File: config.mk
export PLATFORM = sky130hd
export DESIGN_NAME = led_flow_pwm_driver_flat
export DESIGN_NICKNAME = d
export VERILOG_FILES = /design/src/rtl/led_flow_pwm_driver_if.sv /design/src/rtl/led_flow_pwm_driver.sv /design/src/flat_wrapper.sv
export SDC_FILE = /design/constraint.sdc
export NUM_CORES = 1
export LEC_CHECK = 0
export ABC_AREA = 1
export CORE_ASPECT_RATIO = 1.1
export CORE_MARGIN = 2
export CORE_UTILIZATION = 45
export CTS_BUF_LIST = sky130_fd_sc_hd__clkbuf_8
export DETAILED_ROUTE_END_ITERATION = 6
export HOLD_SLACK_MARGIN = 0.15
export PLACE_DENSITY = 0.59
export SLEW_MARGIN = 0
export SYNTH_ARGS = -nofsm -noshare
export SYNTH_HDL_FRONTEND = slang
export SYNTH_SLANG_ARGS = --single-unit
File: constraint.sdc
create_clock -name clk -period 3.25 [get_ports clk]
set_clock_uncertainty 0.1 [all_clocks]
set_input_delay 0.4875 -clock clk [delete_from_list [all_inputs] [get_ports clk]]
set_output_delay 0.4875 -clock clk [all_outputs]
set_load 0.05 [all_outputs]
File: src/rtl/led_flow_pwm_driver_if.sv
// Control and LED-output bundle between the mode-select mux (master) and one
// flow-driver slot (slave).
interface led_flow_pwm_driver_if #(
   parameter int N_LED = 8,
   parameter int POS_W = $clog2(N_LED)
);
   logic             en;
   logic             dir;
   logic [1:0]       mode;
   logic [N_LED-1:0] led_out;
   logic [POS_W-1:0] head_pos;
   logic             step_pulse;

   modport master (output en, dir, mode, input led_out, head_pos, step_pulse);
   modport slave  (input en, dir, mode, output led_out, head_pos, step_pulse);
endinterface

File: src/rtl/led_flow_pwm_driver.sv
// Water-flow LED driver: a PEAK-duty head steps across N_LED channels while every
// channel it leaves fades out; each channel is driven by a shared-counter PWM.
module led_flow_pwm_driver #(
   parameter int N_LED        = 8,
   parameter int PWM_BITS     = 8,
   parameter int STEP_CYCLES  = 2400,
   parameter int DECAY_CYCLES = 40,
   parameter int DECAY_STEP   = 16,
   parameter int PEAK         = (1 << PWM_BITS) - 1,
   parameter int POS_W        = $clog2(N_LED)
) (
   input logic                  clk,
   input logic                  rst,
   led_flow_pwm_driver_if.slave bus
);
   localparam int STEP_W = $clog2(STEP_CYCLES);
   localparam int DEC_W  = (DECAY_CYCLES > 1) ? $clog2(DECAY_CYCLES) : 1;

   localparam logic [STEP_W-1:0]   STEP_LAST = STEP_W'(STEP_CYCLES - 1);
   localparam logic [DEC_W-1:0]    DEC_LAST  = DEC_W'(DECAY_CYCLES - 1);
   localparam logic [POS_W-1:0]    POS_LAST  = POS_W'(N_LED - 1);
   localparam logic [PWM_BITS-1:0] PEAK_DUTY = PWM_BITS'(PEAK);
   localparam logic [PWM_BITS-1:0] FADE_STEP = PWM_BITS'(DECAY_STEP);

   typedef enum logic [1:0] {
      MODE_WRAP   = 2'b00,
      MODE_BOUNCE = 2'b01,
      MODE_HOLD   = 2'b10,
      MODE_OFF    = 2'b11
   } mode_e;

   mode_e               mode;
   logic                stepTick;
   logic                decayTick;

   logic [STEP_W-1:0]   stepCnt_q, stepCnt_d;
   logic [DEC_W-1:0]    decayCnt_q, decayCnt_d;
   logic [PWM_BITS-1:0] pwmCnt_q, pwmCnt_d;
   logic [POS_W-1:0]    pos_q, pos_d;
   logic                bounceDown_q, bounceDown_d;
   logic [PWM_BITS-1:0] duty_q [N_LED];
   logic [PWM_BITS-1:0] duty_d [N_LED];
   logic [N_LED-1:0]    ledOut_q, ledOut_d;
   logic                stepPulse_q;

   assign mode      = mode_e'(bus.mode);
   assign stepTick  = bus.en && (stepCnt_q == STEP_LAST);
   assign decayTick = bus.en && (decayCnt_q == DEC_LAST);
   assign pwmCnt_d  = pwmCnt_q + PWM_BITS'(1);

   // Both prescalers freeze with en low and resume where they stopped.
   always_comb begin
      stepCnt_d  = stepCnt_q;
      decayCnt_d = decayCnt_q;
      if (bus.en) begin
         stepCnt_d  = stepTick  ? '0 : stepCnt_q + STEP_W'(1);
         decayCnt_d = decayTick ? '0 : decayCnt_q + DEC_W'(1);
      end
   end

   // Bounce direction shadows dir until bounce mode takes ownership of it.
   always_comb begin
      pos_d        = pos_q;
      bounceDown_d = (mode == MODE_BOUNCE) ? bounceDown_q : bus.dir;
      if (stepTick) begin
         case (mode)
            MODE_WRAP: begin
               if (bus.dir) begin
                  pos_d = (pos_q == '0) ? POS_LAST : pos_q - POS_W'(1);
               end else begin
                  pos_d = (pos_q == POS_LAST) ? '0 : pos_q + POS_W'(1);
               end
            end
            MODE_BOUNCE: begin
               if (!bounceDown_q) begin
                  if (pos_q == POS_LAST) begin
                     pos_d        = POS_LAST - POS_W'(1);
                     bounceDown_d = 1'b1;
                  end else begin
                     pos_d = pos_q + POS_W'(1);
                  end
               end else begin
                  if (pos_q == '0) begin
                     pos_d        = POS_W'(1);
                     bounceDown_d = 1'b0;
                  end else begin
                     pos_d = pos_q - POS_W'(1);
                  end
               end
            end
            default: pos_d = pos_q;
         endcase
      end
   end

   // Off beats everything; the freshly loaded head beats a coincident fade.
   always_comb begin
      for (int i = 0; i < N_LED; i++) begin
         duty_d[i] = duty_q[i];
         if (decayTick) begin
            duty_d[i] = (duty_q[i] > FADE_STEP) ? duty_q[i] - FADE_STEP : '0;
         end
         if (stepTick && (pos_d == POS_W'(i))) begin
            duty_d[i] = PEAK_DUTY;
         end
         if (mode == MODE_OFF) begin
            duty_d[i] = '0;
         end
      end
   end

   always_comb begin
      ledOut_d = '0;
      for (int i = 0; i < N_LED; i++) begin
         ledOut_d[i] = (pwmCnt_q < duty_q[i]);
      end
   end

   always_ff @(posedge clk or posedge rst) begin
      if (rst) begin
         stepCnt_q    <= '0;
         decayCnt_q   <= '0;
         pwmCnt_q     <= '0;
         pos_q        <= '0;
         bounceDown_q <= 1'b0;
         ledOut_q     <= '0;
         stepPulse_q  <= 1'b0;
         for (int i = 0; i < N_LED; i++) begin
            duty_q[i] <= '0;
         end
      end else begin
         stepCnt_q    <= stepCnt_d;
         decayCnt_q   <= decayCnt_d;
         pwmCnt_q     <= pwmCnt_d;
         pos_q        <= pos_d;
         bounceDown_q <= bounceDown_d;
         ledOut_q     <= ledOut_d;
         stepPulse_q  <= stepTick;
         for (int i = 0; i < N_LED; i++) begin
            duty_q[i] <= duty_d[i];
         end
      end
   end

   assign bus.led_out    = ledOut_q;
   assign bus.head_pos   = pos_q;
   assign bus.step_pulse = stepPulse_q;
endmodule

File: src/flat_wrapper.sv
// flat-port wrapper written by rule: the top's interface ports become plain ports
module led_flow_pwm_driver_flat 
#(
   parameter int N_LED        = 8,
   parameter int PWM_BITS     = 8,
   parameter int STEP_CYCLES  = 2400,
   parameter int DECAY_CYCLES = 40,
   parameter int DECAY_STEP   = 16,
   parameter int PEAK         = (1 << PWM_BITS) - 1,
   parameter int POS_W        = $clog2(N_LED)
)
  (clk, rst, bus_en, bus_dir, bus_mode, bus_led_out, bus_head_pos, bus_step_pulse);
  led_flow_pwm_driver_if #(.N_LED(N_LED), .POS_W(POS_W)) bus_i ();
  input logic clk;
  input logic rst;
  input wire logic [$bits(bus_i.en)-1:0] bus_en;
  input wire logic [$bits(bus_i.dir)-1:0] bus_dir;
  input wire logic [$bits(bus_i.mode)-1:0] bus_mode;
  output wire logic [$bits(bus_i.led_out)-1:0] bus_led_out;
  output wire logic [$bits(bus_i.head_pos)-1:0] bus_head_pos;
  output wire logic [$bits(bus_i.step_pulse)-1:0] bus_step_pulse;
  assign bus_i.en = bus_en;
  assign bus_i.dir = bus_dir;
  assign bus_i.mode = bus_mode;
  assign bus_led_out = bus_i.led_out;
  assign bus_head_pos = bus_i.head_pos;
  assign bus_step_pulse = bus_i.step_pulse;
  led_flow_pwm_driver #(.N_LED(N_LED), .PWM_BITS(PWM_BITS), .STEP_CYCLES(STEP_CYCLES), .DECAY_CYCLES(DECAY_CYCLES), .DECAY_STEP(DECAY_STEP), .PEAK(PEAK), .POS_W(POS_W)) u_core (.clk(clk), .rst(rst), .bus(bus_i));
endmodule
After elaboration in Yosys (flattened, before gate mapping). Index checks and enable logic that the tools add are counted.

Register bits: 103. Bits in latches: 0. Bits in writable memories: 0. ROM bits: 0. Logic and storage cells: 125. Memories kept: 0.

Add/sub/neg operators: 13. Multiply operators: 0. Divide/modulo/power cells: 0. $lt $le $gt $ge: 16. Equal/unequal tests: 12. Shift operators: 0. Multiplexer cells: 48. Bitwise operators: 0. Reduce and logical (&&, ||, !) cells: 21.

Operators by type and width (number): 2-to-1 mux 8 bit (32); > comparator 8 x 5 -> 1 bit (second input constant) (8); < comparator 8 bit (8); subtractor 8 x 5 -> 8 bit (second input constant) (8); nonzero test 3 bit (8); 2-to-1 mux 3 bit (7); == test 3 bit (second input constant) (5); adder 12 x 1 -> 12 bit (second input constant) (1); == test 12 bit (second input constant) (1); 2-to-1 mux 12 bit (1); logical AND 1 bit (10); adder 8 x 1 -> 8 bit (second input constant) (1); adder 6 x 1 -> 6 bit (second input constant) (1); == test 3 x 2 -> 1 bit (second input constant) (2); == test 6 bit (second input constant) (1); zero test 3 bit (2); 2-to-1 mux 1 bit (6); 2-to-1 mux 6 bit (1); case mux 3 bit (2 select lines) (1); adder 3 x 1 -> 3 bit (second input constant) (1); == test 3 x 1 -> 1 bit (second input constant) (1); subtractor 3 x 1 -> 3 bit (second input constant) (1); == test 2 x 1 -> 1 bit (second input constant) (1); == test 2 bit (second input constant) (1); zero test 2 bit (1).

Logic depth before layout (Yosys ltp).
Depth after elaboration: 9. Mapped depth: 16. Mapped depth without buffers: 16.

Least setup slack after synthesis. OpenSTA, ideal clock, no wires.

Path kind: reg2reg. Start: register u_core.pos_q[0] (netlist: u_core.bus.head_pos[0]). End: register u_core.duty_q[12] (netlist bit). Library setup time: 0.065 ns. Data arrival time: 2.135 ns. Path slack: 0.950 ns. Stages on the path, launching flop included: 14. Path buffers: 0. Period minus slack after synthesis: 2.300 ns. Path through: dfrtp_1 > ha_1 > inv_1 > ha_1 > o21a_1 > nand2_1 > nand2_1 > nand2_1 > nand2_2 > nand2_1 > nor2_2 > nor2_1 > nand2_1 > nand2_1.

Word-level cells in the longest chain between the ends: 9. Elaborated cells on any way between the ends: 17. Classes of those cells: add/sub: 2; eq/ne: 2; mux: 10; reduce/logical: 3.

RTL lines: from (decl) (RTL line led_flow_pwm_driver.sv:39) `logic [POS_W-1:0] pos_q, pos_d;`; from (signal assigned) (RTL line led_flow_pwm_driver.sv:135) `pos_q <= pos_d;`; adder 3 x 1 -> 3 bit (tied with other cells) (RTL line led_flow_pwm_driver.sv:71, led_flow_pwm_driver.sv:80); 2-to-1 mux 3 bit (on tied branches); 2-to-1 mux 3 bit (on tied branches) (RTL line led_flow_pwm_driver.sv:75, led_flow_pwm_driver.sv:68); case mux 3 bit (2 select lines) (*) (RTL line led_flow_pwm_driver.sv:66) `case (mode)`; 2-to-1 mux 3 bit (*) (RTL line led_flow_pwm_driver.sv:65) `if (stepTick) begin`; net u_core.pos_d[2] (RTL line led_flow_pwm_driver.sv:39); == test 3 bit (*) (RTL line led_flow_pwm_driver.sv:103) `if (stepTick && (pos_d == POS_W'(i))) begin`; logical AND 1 bit (*) (RTL line led_flow_pwm_driver.sv:103); 2-to-1 mux 8 bit (RTL line led_flow_pwm_driver.sv:103); 2-to-1 mux 8 bit (RTL line led_flow_pwm_driver.sv:106) `if (mode == MODE_OFF) begin`; to (signal, indexed assignment) (RTL line led_flow_pwm_driver.sv:140) `duty_q[i] <= duty_d[i];`; to (decl) (RTL line led_flow_pwm_driver.sv:41) `logic [PWM_BITS-1:0] duty_q [N_LED];`.

Mark *: on every way through the listed nets, which the timed path passes. The rest lies on a longest branch. A chain may end at the register's enable or synchronous reset.

Worst setup path after layout.
Start: input port bus_en. End: register u_core.duty_q[46] (netlist bit).

Word-level cells in the longest chain between the ends: 6. Elaborated cells on any way between the ends: 8. Classes of those cells: eq/ne: 1; mux: 3; reduce/logical: 4.

RTL lines: from (decl) (RTL line flat_wrapper.sv:16) `input wire logic [$bits(bus_i.en)-1:0] bus_en;`; logical AND 1 bit (RTL line led_flow_pwm_driver.sv:47) `assign stepTick = bus.en && (stepCnt_q == STEP_LAST);`; 2-to-1 mux 3 bit (RTL line led_flow_pwm_driver.sv:65); == test 3 x 2 -> 1 bit (RTL line led_flow_pwm_driver.sv:103); logical AND 1 bit (RTL line led_flow_pwm_driver.sv:103); 2-to-1 mux 8 bit (RTL line led_flow_pwm_driver.sv:103); 2-to-1 mux 8 bit (RTL line led_flow_pwm_driver.sv:106).

Parallel ways exist; a longest one is shown, timed or not.

==> run_results.csv <==
group,metric,value,unit
outcome,outcome,"finished clean",
worst_setup_path,reg2reg_from,"u_core.decayCnt_q[0]$_DFFE_PP0P_",
drt,drtAntennaViolNets,0,
drt,first_pass_iters,4,
global_routing,grt_remaining_overflow,0,
worst_setup_path,worstPathRequired,3.46,ns
clock_network,cts_root_buffer,"clkbuf_8",
finish,insertedDiodeCount,0,
synthesis,synthMuxAreaShare,0,
synthesis,synth_cells,727,
clock_network,numCtsBuffers,9,
global_routing,antenna_found_initial,0,
power_and_ir_drop,cellPowerDensity,363,mW/mm^2
worst_setup_path,cp_max_fo,18,
timing,post-route-period-util,0.808,
timing,period_needed,2.63,ns
synthesis,ys_seq_area_frac,0.351,
timing,hold_slack,0.379,ns
timing,slew_viol_final,0,
drt,drc_errors,0,
worst_setup_path,r2r-end,"u_core.duty_q[46]$_DFFE_PP0P_",
synthesis,synth_cell_types,30,
global_routing,grt_max_degree,47,
timing,worstMarginPinSlew,0.738,ns
clock_network,post_cts_buffers,0,
timing,max_clock_freq,381,MHz
worst_setup_path,path_cells,"clkdlybuf4s50_1 > buf_4 > nand3_1 > inv_1 > nand3_1 > inv_2 > nor2_2 > inv_1 > a21oi_1 > nand2_1 > nand2_1",
die,die_height,121,um
worst_setup_path,arrival,2.84,ns
global_routing,grt_pass1_wl,21.7,mm
worst_setup_path,cp_slowest_cell,"nor2_2",
synthesis,avgSynthCellArea,7.74,um^2
drt,vias,4746,
placement,io_buffer_count,17,
worst_setup_path,crit_type,"input pin to flop",
flow_run,maxCapViolCount,0,
synthesis,synth-async-reset-ratio,1.00,
clock_network,holdBufCountCts,0,
die,core_area,0.0121,mm^2
die,dieArea,0.0134,mm^2
synthesis,synth_fp_nets,813,
clock_network,cts_resized,0,
synthesis,yosysTopAreaCell,"dfrtp_1",
synthesis,ys_top_cells_by_area,"dfrtp_1 (35%), ha_1 (18%), nand2_1 (11%)",
finish,final_nets,843,
synthesis,synthFlopType,"dfrtp_1",
worst_setup_path,path_buf_inv,5,
worst_setup_path,rrSetupSlack,0.68,ns
hold_path,hold_class,"flop to flop",
synthesis,synthAdderAreaFrac,0.178,
worst_setup_path,critPathCapture,"u_core.duty_q[46]$_DFFE_PP0P_",
clock_network,cts.path.max_buffers,2,
clock_network,path_clk_slew,0.08,ns
timing,rsz0062_at_grt,"no",
die,row_count,42,
placement,hpwl,9.45,mm
drt,routedWlPerCell,14.0,um
synthesis,synth_top_family_by_area,"simple AND/OR/NAND/NOR gates",
power_and_ir_drop,ir_drop,0.000267,V
clock_network,clock_latency,0.38,ns
clock_network,cts_htree_levels,3,
synthesis,ys_warn_count,0,
power_and_ir_drop,leakage,3.12,nW
die,ios,18,
finish,final_common_cell,"nand2_1",
synthesis,synth_top_area_share,0.351,
worst_setup_path,cp_num_cells,11,
worst_setup_path,path_delay_family,"buffers and inverters",
synthesis,synthXorXnorAreaFrac,0.0327,
clock_network,cts_num_sinks,79,
timing,finalSetupViolations,0,
worst_setup_path,setup.worst_path.start,"bus_en",
die,start_util,0.464,
synthesis,synth_compound_gate_area_share,0.0802,
timing,hold_violations,0,
finish,syn2layout_area_growth,11.1,%
synthesis,synthSimpleGateAreaFrac,0.277,
die,die_x,111,um
drt,drtIter0Drc,210,
synthesis,synth_edf_count,0,
clock_network,cts_tree,"built",
worst_setup_path,rr_worst_depth,10,
drt,routed_wl,12.9,mm
placement,gp_congestion,0.788,
timing,maxSlewHeadroom,0.507,
global_routing,grt_pass1_vias,4560,
synthesis,synth_area,0.00563,mm^2
drt,routed_via_density,5.18,
synthesis,synth_seq_cells,79,
finish,mostFrequentLayoutCells,"nand2_1 (163), inv_1 (106), nand3_1 (81)",
global_routing,grt.total_usage,0.205,
worst_setup_path,startpoint_type,"input pin",
worst_setup_path,critPathMaxStageDelay,0.56,ns
worst_setup_path,crit_path_end_kind,"flop",
finish,final_layout_size_suffix_gt1_frac,0.0682,
timing,fin_tns_setup,0,ns
## layer usage
layer	part of all wire	vias up	wire, um	track usage
met4	0.019	0	238	0.0711
met3	0.033	23	427	0.0410
met1	0.49	2210	6240	0.260
li1	-	2447	-	-
met2	0.46	66	5950	0.349
met5	0	-	0	0
## cell type report
class | instances | area (um^2)
clock buffer | 10 | 138
clock inverter | 6 | 83.8
fill | 1219 | 5890
inverter | 113 | 425
multi-input combinational | 529 | 3190
sequential | 79 | 1980
tap | 154 | 193
timing repair buffer | 25 | 243
## registers in the layout, summed over array words and instances, names as in the netlist
name,count
u_core.duty_q,40
u_core.stepCnt_q,12
u_core.bus.led_out,8
u_core.pwmCnt_q,8
u_core.decayCnt_q,6
u_core.bus.head_pos,3
u_core.bounceDown_q,1
u_core.bus.step_pulse,1
## kinds of logic after synthesis
family | Yosys count
AO/OA/AOI/OAI | 82
XOR/XNOR | 21
adder cells (fa/ha/maj) | 80
buffers and inverters | 119
flip-flops | 79
AND/OR/NAND/NOR | 346
## metrics by stage
stage	utilization	setup slack, ns	std cells	power, mW	area, um^2
finish	0.515	0.624	916	2.27	6250
global route	0.515	0.353	916	2.39	6250
CTS	0.515	0.573	916	2.30	6250
detailed placement	0.497	0.174	900	1.45	6030
global placement	0.497	0.334	900	1.44	6030
floorplan	-	0.639	727	1.36	5630
## how the worst min path moves through the flow
| stage | slack (ns) | endpoint | start | depth (start not counted) |
|---|---|---|---|---|
| after global placement | 0.36 | u_core.stepCnt_q[10]$_DFFE_PP0P_ | u_core.stepCnt_q[10]$_DFFE_PP0P_ | 1 |
| final | 0.38 | u_core.stepCnt_q[10]$_DFFE_PP0P_ | u_core.stepCnt_q[10]$_DFFE_PP0P_ | 1 |
| after detailed placement | 0.37 | u_core.stepCnt_q[10]$_DFFE_PP0P_ | u_core.stepCnt_q[10]$_DFFE_PP0P_ | 1 |
| after floorplan | 0.34 | u_core.stepCnt_q[10]$_DFFE_PP0P_ | u_core.stepCnt_q[10]$_DFFE_PP0P_ | 1 |
| after CTS | 0.38 | u_core.stepCnt_q[10]$_DFFE_PP0P_ | u_core.stepCnt_q[10]$_DFFE_PP0P_ | 1 |
| after global routing | 0.41 | u_core.stepCnt_q[10]$_DFFE_PP0P_ | u_core.stepCnt_q[10]$_DFFE_PP0P_ | 1 |
## cell usage after synthesis (3+ instances only)
| cell | instances |
|---|---|
| nand2_1 | 163 |
| inv_1 | 107 |
| nand3_1 | 81 |
| ha_1 | 80 |
| dfrtp_1 | 79 |
| a21oi_1 | 49 |
| nor2_1 | 49 |
| o21ai_0 | 20 |
| nand4_1 | 17 |
| xor2_1 | 17 |
| nor2_2 | 10 |
| nor3_1 | 9 |
| a2111oi_0 | 8 |
| inv_2 | 5 |
| nand2_2 | 4 |
| nor3b_1 | 4 |
| xnor2_1 | 4 |
| clkbuf_1 | 3 |
| nand2_4 | 3 |
| nand3_2 | 3 |
| o31ai_1 | 3 |
## worst register-to-register path: cells and delay by family, from the launching register on
| kind | cells | cell delay [ns] |
|---|---|---|
| compound gates | 1 | 0.36 |
| fa+ha+maj | 1 | 0.23 |
| buf+inv | 3 | 0.47 |
| flops | 1 | 0.42 |
| simple gates | 5 | 0.93 |
## power by group
part           internal (mW)  switching, mW
Clock                  0.451          0.391
Combinational          0.110          0.176
Sequential              1.06         0.0792
Note: power is estimated with default switching activity, not from simulation.
